**src/rtl/bwt_mem_responder_if.sv**
```systemverilog
// Bus bundle for bwt_mem_responder: request port, memory read channel,
// paired-line response port and the sticky tag error flag.
interface bwt_mem_responder_if #(
    parameter int unsigned READ_NUM_WIDTH = 8
);
    localparam int unsigned ADDR_W = 42;
    localparam int unsigned LINE_W = 512;
    localparam int unsigned TAG_W  = READ_NUM_WIDTH + 1;

    logic                      request_valid;
    logic [READ_NUM_WIDTH-1:0] read_num;
    logic [ADDR_W-1:0]         addr_k;
    logic [ADDR_W-1:0]         addr_l;
    logic                      req_full;

    logic                      mem_req_valid;
    logic                      mem_req_ready;
    logic [ADDR_W-1:0]         mem_req_addr;
    logic [TAG_W-1:0]          mem_req_tag;

    logic                      mem_rsp_valid;
    logic                      mem_rsp_ready;
    logic [TAG_W-1:0]          mem_rsp_tag;
    logic [LINE_W-1:0]         mem_rsp_data;

    logic                      rsp_valid;
    logic                      rsp_ready;
    logic [READ_NUM_WIDTH-1:0] rsp_read_num;
    logic [LINE_W-1:0]         rsp_line_k;
    logic [LINE_W-1:0]         rsp_line_l;
    logic                      tag_err;

    // Responder side
    modport slave (
        input  request_valid, read_num, addr_k, addr_l,
        input  mem_req_ready, mem_rsp_valid, mem_rsp_tag, mem_rsp_data,
        input  rsp_ready,
        output req_full, mem_req_valid, mem_req_addr, mem_req_tag,
        output mem_rsp_ready, rsp_valid, rsp_read_num, rsp_line_k, rsp_line_l,
        output tag_err
    );

    // Environment side: request source, memory channel and consumer
    modport master (
        output request_valid, read_num, addr_k, addr_l,
        output mem_req_ready, mem_rsp_valid, mem_rsp_tag, mem_rsp_data,
        output rsp_ready,
        input  req_full, mem_req_valid, mem_req_addr, mem_req_tag,
        input  mem_rsp_ready, rsp_valid, rsp_read_num, rsp_line_k, rsp_line_l,
        input  tag_err
    );
endinterface

```
**src/rtl/bwt_mem_responder.sv**
```systemverilog
// bwt_mem_responder: queues (read_num, addr_k, addr_l) requests, issues the k
// and l cache-line reads, pairs the in-order responses and returns them tagged.
// Optional feature macro BWT_SAME_LINE_MERGE_EN: a request whose addr_k equals
// addr_l issues a single read whose line drives both response lines.
module bwt_mem_responder #(
    parameter int unsigned DEPTH           = 8,
    parameter int unsigned MAX_OUTSTANDING = 4,
    parameter int unsigned READ_NUM_WIDTH  = 8
) (
    input  logic               clk,
    input  logic               rst,
    bwt_mem_responder_if.slave bus
);
    localparam int unsigned ADDR_W = 42;
    localparam int unsigned LINE_W = 512;
    localparam int unsigned TAG_W  = READ_NUM_WIDTH + 1;
    localparam int unsigned AW     = $clog2(DEPTH);
    localparam int unsigned CW     = AW + 1;
    localparam int unsigned EW     = (MAX_OUTSTANDING > 1) ? $clog2(MAX_OUTSTANDING) : 1;
    localparam int unsigned OW     = $clog2(MAX_OUTSTANDING + 1);

    typedef enum logic [1:0] {IDLE, ISSUE_K, ISSUE_L} state_t;

    // request FIFO
    logic [READ_NUM_WIDTH-1:0] fifo_num [DEPTH];
    logic [ADDR_W-1:0]         fifo_k   [DEPTH];
    logic [ADDR_W-1:0]         fifo_l   [DEPTH];
    logic [AW-1:0]             wr_ptr, rd_ptr, rd_ptr_nx;
    logic [CW-1:0]             req_count, req_count_nx;
    logic                      push, pop, same_line, req_full;

    // issue side
    state_t                    state;
    logic                      mem_req_valid, req_fire, can_issue;
    logic [ADDR_W-1:0]         mem_req_addr;
    logic [TAG_W-1:0]          mem_req_tag;

    // expected-tag FIFO; its occupancy is the outstanding-read count
    logic [TAG_W-1:0]          exp_tag  [MAX_OUTSTANDING];
    logic                      exp_last [MAX_OUTSTANDING];
    logic [EW-1:0]             exp_wr, exp_rd;
    logic [OW-1:0]             exp_count, outstanding_nx;
    logic                      exp_pop, exp_empty, head_last;
    logic [TAG_W-1:0]          head_tag;

    // pair stage
    logic                      alive, rsp_fire, mem_rsp_ready;
    logic                      rsp_valid, tag_err;
    logic [READ_NUM_WIDTH-1:0] rsp_read_num;
    logic [LINE_W-1:0]         line_k_hold, rsp_line_k, rsp_line_l;

    function automatic logic [EW-1:0] exp_inc(input logic [EW-1:0] p);
        return (p == EW'(MAX_OUTSTANDING - 1)) ? '0 : p + EW'(1);
    endfunction

`ifdef BWT_SAME_LINE_MERGE_EN
    assign same_line = (fifo_k[rd_ptr] == fifo_l[rd_ptr]);
`else
    assign same_line = 1'b0;
`endif

    assign req_fire       = mem_req_valid && bus.mem_req_ready;
    assign pop            = req_fire && ((state == ISSUE_L) || ((state == ISSUE_K) && same_line));
    assign push           = bus.request_valid && ((req_count != CW'(DEPTH)) || pop);
    assign rd_ptr_nx      = rd_ptr + AW'(1);
    assign req_count_nx   = req_count + CW'(push) - CW'(pop);

    assign exp_empty      = (exp_count == '0);
    assign head_tag       = exp_tag[exp_rd];
    assign head_last      = exp_last[exp_rd];
    assign rsp_fire       = bus.mem_rsp_valid && mem_rsp_ready;
    assign exp_pop        = rsp_fire && !exp_empty;
    assign outstanding_nx = exp_count + OW'(req_fire) - OW'(exp_pop);
    assign can_issue      = (outstanding_nx < OW'(MAX_OUTSTANDING));

    // Stall only a response that would overwrite a pair the consumer has not taken.
    assign mem_rsp_ready  = alive && !(!exp_empty && head_last && rsp_valid && !bus.rsp_ready);

    assign bus.req_full      = req_full;
    assign bus.mem_req_valid = mem_req_valid;
    assign bus.mem_req_addr  = mem_req_addr;
    assign bus.mem_req_tag   = mem_req_tag;
    assign bus.mem_rsp_ready = mem_rsp_ready;
    assign bus.rsp_valid     = rsp_valid;
    assign bus.rsp_read_num  = rsp_read_num;
    assign bus.rsp_line_k    = rsp_line_k;
    assign bus.rsp_line_l    = rsp_line_l;
    assign bus.tag_err       = tag_err;

    // Request FIFO storage (data only, no reset needed)
    always_ff @(posedge clk) begin
        if (push) begin
            fifo_num[wr_ptr] <= bus.read_num;
            fifo_k[wr_ptr]   <= bus.addr_k;
            fifo_l[wr_ptr]   <= bus.addr_l;
        end
    end

    // Request FIFO pointers, occupancy and early-full flag
    always_ff @(posedge clk or posedge rst) begin
        if (rst) begin
            wr_ptr    <= '0;
            rd_ptr    <= '0;
            req_count <= '0;
            req_full  <= 1'b0;
        end else begin
            if (push) wr_ptr <= wr_ptr + AW'(1);
            if (pop)  rd_ptr <= rd_ptr_nx;
            req_count <= req_count_nx;
            req_full  <= (req_count_nx >= CW'(DEPTH - 1));
        end
    end

    // Issue FSM: k read then l read per request, throttled by outstanding reads
    always_ff @(posedge clk or posedge rst) begin
        if (rst) begin
            state         <= IDLE;
            mem_req_valid <= 1'b0;
            mem_req_addr  <= '0;
            mem_req_tag   <= '0;
        end else begin
            case (state)
                IDLE: begin
                    if (req_count != '0) begin
                        state         <= ISSUE_K;
                        mem_req_valid <= can_issue;
                        mem_req_addr  <= fifo_k[rd_ptr];
                        mem_req_tag   <= {fifo_num[rd_ptr], 1'b0};
                    end
                end
                ISSUE_K, ISSUE_L: begin
                    if (pop) begin
                        // Only entries already stored behind the head may be issued next.
                        if (req_count > CW'(1)) begin
                            state         <= ISSUE_K;
                            mem_req_valid <= can_issue;
                            mem_req_addr  <= fifo_k[rd_ptr_nx];
                            mem_req_tag   <= {fifo_num[rd_ptr_nx], 1'b0};
                        end else begin
                            state         <= IDLE;
                            mem_req_valid <= 1'b0;
                        end
                    end else if (req_fire) begin
                        state         <= ISSUE_L;
                        mem_req_valid <= can_issue;
                        mem_req_addr  <= fifo_l[rd_ptr];
                        mem_req_tag   <= {fifo_num[rd_ptr], 1'b1};
                    end else begin
                        mem_req_valid <= can_issue;
                    end
                end
                default: begin
                    state         <= IDLE;
                    mem_req_valid <= 1'b0;
                end
            endcase
        end
    end

    // Expected-tag FIFO storage; last marks the read that completes a pair
    always_ff @(posedge clk) begin
        if (req_fire) begin
            exp_tag[exp_wr]  <= mem_req_tag;
            exp_last[exp_wr] <= pop;
        end
    end

    // Expected-tag FIFO pointers and outstanding count
    always_ff @(posedge clk or posedge rst) begin
        if (rst) begin
            exp_wr    <= '0;
            exp_rd    <= '0;
            exp_count <= '0;
        end else begin
            if (req_fire) exp_wr <= exp_inc(exp_wr);
            if (exp_pop)  exp_rd <= exp_inc(exp_rd);
            exp_count <= outstanding_nx;
        end
    end

    // Pair stage: hold the k line, emit the pair on the completing response
    always_ff @(posedge clk or posedge rst) begin
        if (rst) begin
            alive        <= 1'b0;
            line_k_hold  <= '0;
            rsp_valid    <= 1'b0;
            rsp_read_num <= '0;
            rsp_line_k   <= '0;
            rsp_line_l   <= '0;
            tag_err      <= 1'b0;
        end else begin
            alive <= 1'b1;
            if (exp_pop && (bus.mem_rsp_tag != head_tag)) tag_err <= 1'b1;
            if (exp_pop && !head_last) line_k_hold <= bus.mem_rsp_data;
            if (exp_pop && head_last) begin
                rsp_valid    <= 1'b1;
                rsp_read_num <= head_tag[TAG_W-1:1];
                // A completing read with sel=0 is a merged single-line request.
                rsp_line_k   <= head_tag[0] ? line_k_hold : bus.mem_rsp_data;
                rsp_line_l   <= bus.mem_rsp_data;
            end else if (bus.rsp_ready) begin
                rsp_valid    <= 1'b0;
            end
        end
    end
endmodule

```
**src/flat_wrapper.sv**
```systemverilog
// flat-port wrapper written by rule: the top's interface ports become plain ports
module bwt_mem_responder_flat 
#(
    parameter int unsigned DEPTH           = 8,
    parameter int unsigned MAX_OUTSTANDING = 4,
    parameter int unsigned READ_NUM_WIDTH  = 8
)
  (clk, rst, bus_request_valid, bus_read_num, bus_addr_k, bus_addr_l, bus_mem_req_ready, bus_mem_rsp_valid, bus_mem_rsp_tag, bus_mem_rsp_data, bus_rsp_ready, bus_req_full, bus_mem_req_valid, bus_mem_req_addr, bus_mem_req_tag, bus_mem_rsp_ready, bus_rsp_valid, bus_rsp_read_num, bus_rsp_line_k, bus_rsp_line_l, bus_tag_err);
  bwt_mem_responder_if #(.READ_NUM_WIDTH(READ_NUM_WIDTH)) bus_i ();
  input  logic clk;
  input  logic rst;
  input wire logic [$bits(bus_i.request_valid)-1:0] bus_request_valid;
  input wire logic [$bits(bus_i.read_num)-1:0] bus_read_num;
  input wire logic [$bits(bus_i.addr_k)-1:0] bus_addr_k;
  input wire logic [$bits(bus_i.addr_l)-1:0] bus_addr_l;
  input wire logic [$bits(bus_i.mem_req_ready)-1:0] bus_mem_req_ready;
  input wire logic [$bits(bus_i.mem_rsp_valid)-1:0] bus_mem_rsp_valid;
  input wire logic [$bits(bus_i.mem_rsp_tag)-1:0] bus_mem_rsp_tag;
  input wire logic [$bits(bus_i.mem_rsp_data)-1:0] bus_mem_rsp_data;
  input wire logic [$bits(bus_i.rsp_ready)-1:0] bus_rsp_ready;
  output wire logic [$bits(bus_i.req_full)-1:0] bus_req_full;
  output wire logic [$bits(bus_i.mem_req_valid)-1:0] bus_mem_req_valid;
  output wire logic [$bits(bus_i.mem_req_addr)-1:0] bus_mem_req_addr;
  output wire logic [$bits(bus_i.mem_req_tag)-1:0] bus_mem_req_tag;
  output wire logic [$bits(bus_i.mem_rsp_ready)-1:0] bus_mem_rsp_ready;
  output wire logic [$bits(bus_i.rsp_valid)-1:0] bus_rsp_valid;
  output wire logic [$bits(bus_i.rsp_read_num)-1:0] bus_rsp_read_num;
  output wire logic [$bits(bus_i.rsp_line_k)-1:0] bus_rsp_line_k;
  output wire logic [$bits(bus_i.rsp_line_l)-1:0] bus_rsp_line_l;
  output wire logic [$bits(bus_i.tag_err)-1:0] bus_tag_err;
  assign bus_i.request_valid = bus_request_valid;
  assign bus_i.read_num = bus_read_num;
  assign bus_i.addr_k = bus_addr_k;
  assign bus_i.addr_l = bus_addr_l;
  assign bus_i.mem_req_ready = bus_mem_req_ready;
  assign bus_i.mem_rsp_valid = bus_mem_rsp_valid;
  assign bus_i.mem_rsp_tag = bus_mem_rsp_tag;
  assign bus_i.mem_rsp_data = bus_mem_rsp_data;
  assign bus_i.rsp_ready = bus_rsp_ready;
  assign bus_req_full = bus_i.req_full;
  assign bus_mem_req_valid = bus_i.mem_req_valid;
  assign bus_mem_req_addr = bus_i.mem_req_addr;
  assign bus_mem_req_tag = bus_i.mem_req_tag;
  assign bus_mem_rsp_ready = bus_i.mem_rsp_ready;
  assign bus_rsp_valid = bus_i.rsp_valid;
  assign bus_rsp_read_num = bus_i.rsp_read_num;
  assign bus_rsp_line_k = bus_i.rsp_line_k;
  assign bus_rsp_line_l = bus_i.rsp_line_l;
  assign bus_tag_err = bus_i.tag_err;
  bwt_mem_responder #(.DEPTH(DEPTH), .MAX_OUTSTANDING(MAX_OUTSTANDING), .READ_NUM_WIDTH(READ_NUM_WIDTH)) u_core (.clk(clk), .rst(rst), .bus(bus_i));
endmodule
```
**config.mk**
```make
export PLATFORM = sky130hd
export DESIGN_NAME = bwt_mem_responder_flat
export DESIGN_NICKNAME = d
export VERILOG_FILES = /design/src/rtl/bwt_mem_responder_if.sv /design/src/rtl/bwt_mem_responder.sv /design/src/flat_wrapper.sv
export SDC_FILE = /design/constraint.sdc
export NUM_CORES = 2
export LEC_CHECK = 0
export BUFFER_PORTS_ARGS = -buffer_cell sky130_fd_sc_hd__buf_2
export CAP_MARGIN = 30
export CORE_AREA = 2 2 671 673
export CTS_CLUSTER_DIAMETER = 150
export DETAILED_ROUTE_END_ITERATION = 7
export DIE_AREA = 0 0 673 675
export PLACE_DENSITY_LB_ADDON = 0.15
export SETUP_SLACK_MARGIN = 0.15
export SLEW_MARGIN = 0
export SYNTH_ARGS = -nofsm -noshare
export SYNTH_HDL_FRONTEND = slang
export SYNTH_SLANG_ARGS = --single-unit
```
**constraint.sdc**
```tcl
create_clock -name clk -period 79.9 [get_ports clk]
set_input_delay 15.98 -clock clk [delete_from_list [all_inputs] [get_ports clk]]
set_output_delay 15.98 -clock clk [all_outputs]
set_load 0.02 [all_outputs]
```
==> out/results.md <==
| Step | Result | This run |
|---|---|---|
| clock network | Post-CTS sizing | 0 |
| placed design | Placer's final routability congestion estimate | 0.897 |
| synthesis | Post-synthesis share of cell area spent on and, or, nand and nor gates | 2.31% |
| critical path | Worst-path cell with the longest stage delay | nor2b_1 |
| job | Maximum capacitance violations | 0 |
| finish | Fraction of layout cells with a size suffix above 1 | 44.7% |
| finish | Count of fill cells added during filler insertion | 45,772 |
| synthesis | Synthesis Warnings | 0 |
| sta | Relative slew slack | 30.8% |
| global route | Via count of the first global-routing pass | 62,114 |
| pwr | Sequential cell fraction of total power | 34.9% |
| synthesis | Post-synthesis share of cell area spent on xor and xnor gates | 0.194% |
| critical path | Register-to-register setup slack | 70,970 ps |
| synthesis | Post-synthesis share of cell area spent on full adders, half adders and majority gates | 0.254% |
| drt | Per-cell via count in the routed design | 4.35 |
| critical path | CP most frequent cell | buf_2 |
| sta | Post-Route Hold Slack | 473 ps |
| clock network | Sinks on the clock net | 2,395 |
| critical path | Worst-path fanout max | 4 |
| floorplan | FP Rows | 246 |
| synthesis | Total nets after synthesis | 6,760 |
| pwr | Gate power share | 41.6% |
| pwr | Static Leakage | 0.0535 uW |
| sta | Number of endpoints with negative hold slack in the final report | 0 |
| critical path | Worst path buffer plus inverter count | 2 |
| floorplan | Number of ports placed on the die boundary | 1,707 |
| critical path | Worst Setup Path Type | input port to output pin |
| clock network | Longest Clk Path Bufs | 4 |
| sta | Number of setup violations in the final report | 0 |
| synthesis | Synth Area in Compound Gates | 3.77% |
| clock network | CTS root buffer | clkbuf_16 |
| placed design | Port-buffer cells | 1,706 |
| floorplan | Chip width | 673 um |
| critical path | Critical Path AT | 16,810 ps |
| synthesis | Largest family of logic cells by synthesized area | multiplexers |
| global route | Overall Global Routing Usage | 20.1% |
| drt | Number of detailed-routing iterations run before antenna repair | 5 |
| pwr | Pwr/cell area | 46.4 nW/um2 |
| drt | Number of remaining DRC errors | 0 |
| finish | Final net count | 8,485 |
| sta | RSZ-0062 raised after global routing | false |
| clock network | Setup Fix Bufs, Post-CTS | 0 |
| synthesis | Synthesized area | 99,400 um2 |
| floorplan | Area of the die | 454,000 um2 |
| sta | Final period util | 41.0% |
| sta | Min Clock Period, post-route | 32,790 ps |
| clock network | TritonCTS buffer count | 299 |
| finish | Commonest cells after routing, fill and taps aside | 1,706 x buf_2, 1,616 x dfrtp_1, 776 x edfxtp_1, 649 x mux2i_1, 559 x nand2_1 |
| finish | Area added between synthesis and finish | 25.2% |
| floorplan | Initial standard-cell utilization of the core | 22.2% |
| pwr | Fraction of power spent switching nets | 40.2% |
| synthesis | Sequential share of the synthesized area | 64.2% |
| clock network | H-tree depth reported by CTS | 5 |
| clock network | Register clock-pin slew on the reported worst setup and hold paths | 60 ps |
| finish | Multi-input gate area | 33,200 um2 |
| clock network | Clock latency on the worst-skew pair | 910 ps |
| synthesis | Top flip-flop cell by instance count after synthesis | dfrtp_1 |
| finish | Register area | 63,800 um2 |
| critical path | Ordered cell list for the critical path | buf_2 > nor2b_1 > a31oi_1 > buf_2 |
| global route | Antenna violations before repair | 243 |
| synthesis | Mux contribution to synthesized area | 26.8% |
| synthesis | Cell count after synthesis | 6,122 |
| drt | Initial drt markers | 3,792 |
| sta | Highest achievable clock rate | 30.5 MHz |
| drt | Per-cell routed wire length | 33.5 um |
| synthesis | Average cell area after synthesis | 16.2 um2 |
| sta | Worst setup skew after layout | 51.6 ps |
| synthesis | Yosys reg bits | 2,395 |
| finish | Most frequent standard cell in the layout excluding fill and tap cells | buf_2 |
| global route | Maximum number of pins on one net before global-route repair | 205 |
| sta | Final Max Slew Viols | 0 |
| drt | Via total after detailed routing | 61,338 |
| floorplan | Die Y | 675 um |
| drt | Final routed wirelength across all metal layers | 472 mm |
| pwr | Peak supply drop | 27.1 uV |
| pwr | Clock power share | 23.5% |
| critical path | Max stage delay on crit path | 280 ps |
| clock network | Clock tree from TritonCTS | done |
| critical path | Type of element launching the critical path | input port |
| min path | Worst hold path type | flip-flop to flip-flop |
| pwr | Internal power summed over all cells | 3450 uW |
| synthesis | Number of flops mapped to enable cells by yosys | 776 |
| global route | Grt total ovfl | 0 |
| clock network | Post-cts hold buffer count | 0 |
| critical path | Worst path top cell family by delay | buffers and inverters |
| global route | Global-route wire length before repair | 611 mm |
| placed design | Estimated wirelength of the detail-placed design | 360 mm |
| sta | Final TNS setup | 0 ps |
| synthesis | Post-synth ARST share | 67.6% |
| sta | Transition time at the pin with the least slew margin | 1040 ps |
| critical path | Critical path data required time | 63,920 ps |
| pwr | Power spent charging and discharging nets | 2320 uW |
| drt | Antenna viol nets, final | 0 |
| status | Status | finished, final reports clean |
| critical path | Crit. End Element | output pin |
| placed design | Placed Instance Area | 114,000 um2 |
| floorplan | Core region area | 447,000 um2 |
| synthesis | Cell variety after synth | 44 |
| finish | Post-Layout Inst Area | 124,000 um2 |
[Yosys cell counts, types with 10 or more instances]
| cell type | count | area share, % |
|---|---|---|
| edfxtp_1 | 776 | 23 |
| buf_4 | 22 | 0.17 |
| xnor2_1 | 11 | 0.097 |
| mux2i_1 | 649 | 6.5 |
| xor2_1 | 11 | 0.097 |
| inv_1 | 17 | 0.064 |
| ha_1 | 17 | 0.21 |
| o21ai_0 | 336 | 1.7 |
| buf_1 | 30 | 0.11 |
| mux4_2 | 287 | 6.5 |
| o22ai_1 | 42 | 0.26 |
| o21ai_1 | 238 | 1.2 |
| mux2_4 | 510 | 7.7 |
| buf_2 | 150 | 0.76 |
| dfrtp_1 | 1619 | 41 |
| a21oi_1 | 24 | 0.12 |
| o22a_1 | 42 | 0.37 |
| buf_6 | 84 | 0.95 |
| nor2_1 | 10 | 0.038 |
| mux2_2 | 530 | 6.0 |
| nand2_1 | 561 | 2.1 |
| clkbuf_1 | 109 | 0.41 |
[power groups by stage]
stage	sequential [uW]	combinational (uW)	clock, uW
finish	2020	2400	1360
CTS	2020	2430	1400
global route	2060	2530	1440
floorplan	2300	1120	0
detailed placement	2040	2430	0
global placement	2020	2410	0
[sequential cells by signal, indices dropped and copies added, names as in the netlist, 9 cells and up]
register and flops:
u_core.bus.mem_req_addr 42, u_core.fifo_num 64, u_core.bus.rsp_line_l 512, u_core.bus.rsp_line_k 512
u_core.line_k_hold 512, u_core.exp_tag 36, u_core.fifo_k 336, u_core.bus.mem_req_tag 9
u_core.fifo_l 336
[layout make-up]
| cell class | count | area share, % |
|---|---|---|
| well taps | 5952 | 5.98 |
| multi-input cells | 3315 | 26.7 |
| repair buffers | 1819 | 8.01 |
| flip-flops and latches | 2395 | 51.3 |
| diodes | 75 | 0.151 |
| clock buffers | 436 | 6.97 |
| clock inverters | 93 | 0.831 |
| inverters | 17 | 0.0573 |
[cell families after synthesis]
| family | count (synthesis) |
|---|---|
| XOR/XNOR | 22 |
| buffers and inverters | 412 |
| multiplexers | 1980 |
| AO/OA/AOI/OAI | 698 |
| adder cells (fa/ha/maj) | 19 |
| AND/OR/NAND/NOR | 595 |
| flip-flops | 2395 |
| other | 1 |
[tightest hold or removal path: cells and delay by family (launching register included)]
family             cells  cell delay [ps]
DFF                    1              330
AOI/OAI and AO/OA      1               60
and+or+nand+nor        1               40
[stage by stage]
stage,util (%),power [uW],setup slack (ps),cells
6_report,27.8,5770,47110,14102
5_1_grt,27.8,6040,47100,14058
4_1_cts,27.7,5850,47130,14017
3_5_place_dp,25.6,4460,47130,13488
3_3_place_gp,25.5,4430,47170,13475
2_1_floorplan,-,3420,18230,6122
[per-layer routing]
layer,vias to the layer above,track usage (%),share of wire [%]
met4,76,11.2,6.7
li1,26225,-,-
met3,883,6.99,8.3
met2,2136,33.4,48
met1,32018,22.3,37
met5,-,0.638,0.20
[final timing paths]
check | start | endpoint | cells after the start
setup / recovery | bus_rsp_ready | bus_mem_rsp_ready | 4
hold / removal | u_core.bus.rsp_line_k[435]$_DFFE_PP0P_ | u_core.bus.rsp_line_k[435]$_DFFE_PP0P_ | 2
setup reg to reg | u_core.exp_rd[1]$_DFFE_PP0P_ | u_core.bus.rsp_line_l[204]$_DFFE_PP0P_ | 12
hold reg to reg | u_core.bus.rsp_line_k[435]$_DFFE_PP0P_ | u_core.bus.rsp_line_k[435]$_DFFE_PP0P_ | 2
max in group asynchronous | rst | u_core.bus.rsp_line_k[186]$_DFFE_PP0P_ | 7
min in group asynchronous | rst | u_core.bus.rsp_line_l[149]$_DFFE_PP0P_ | 2
(Power assumes the default switching activity.)
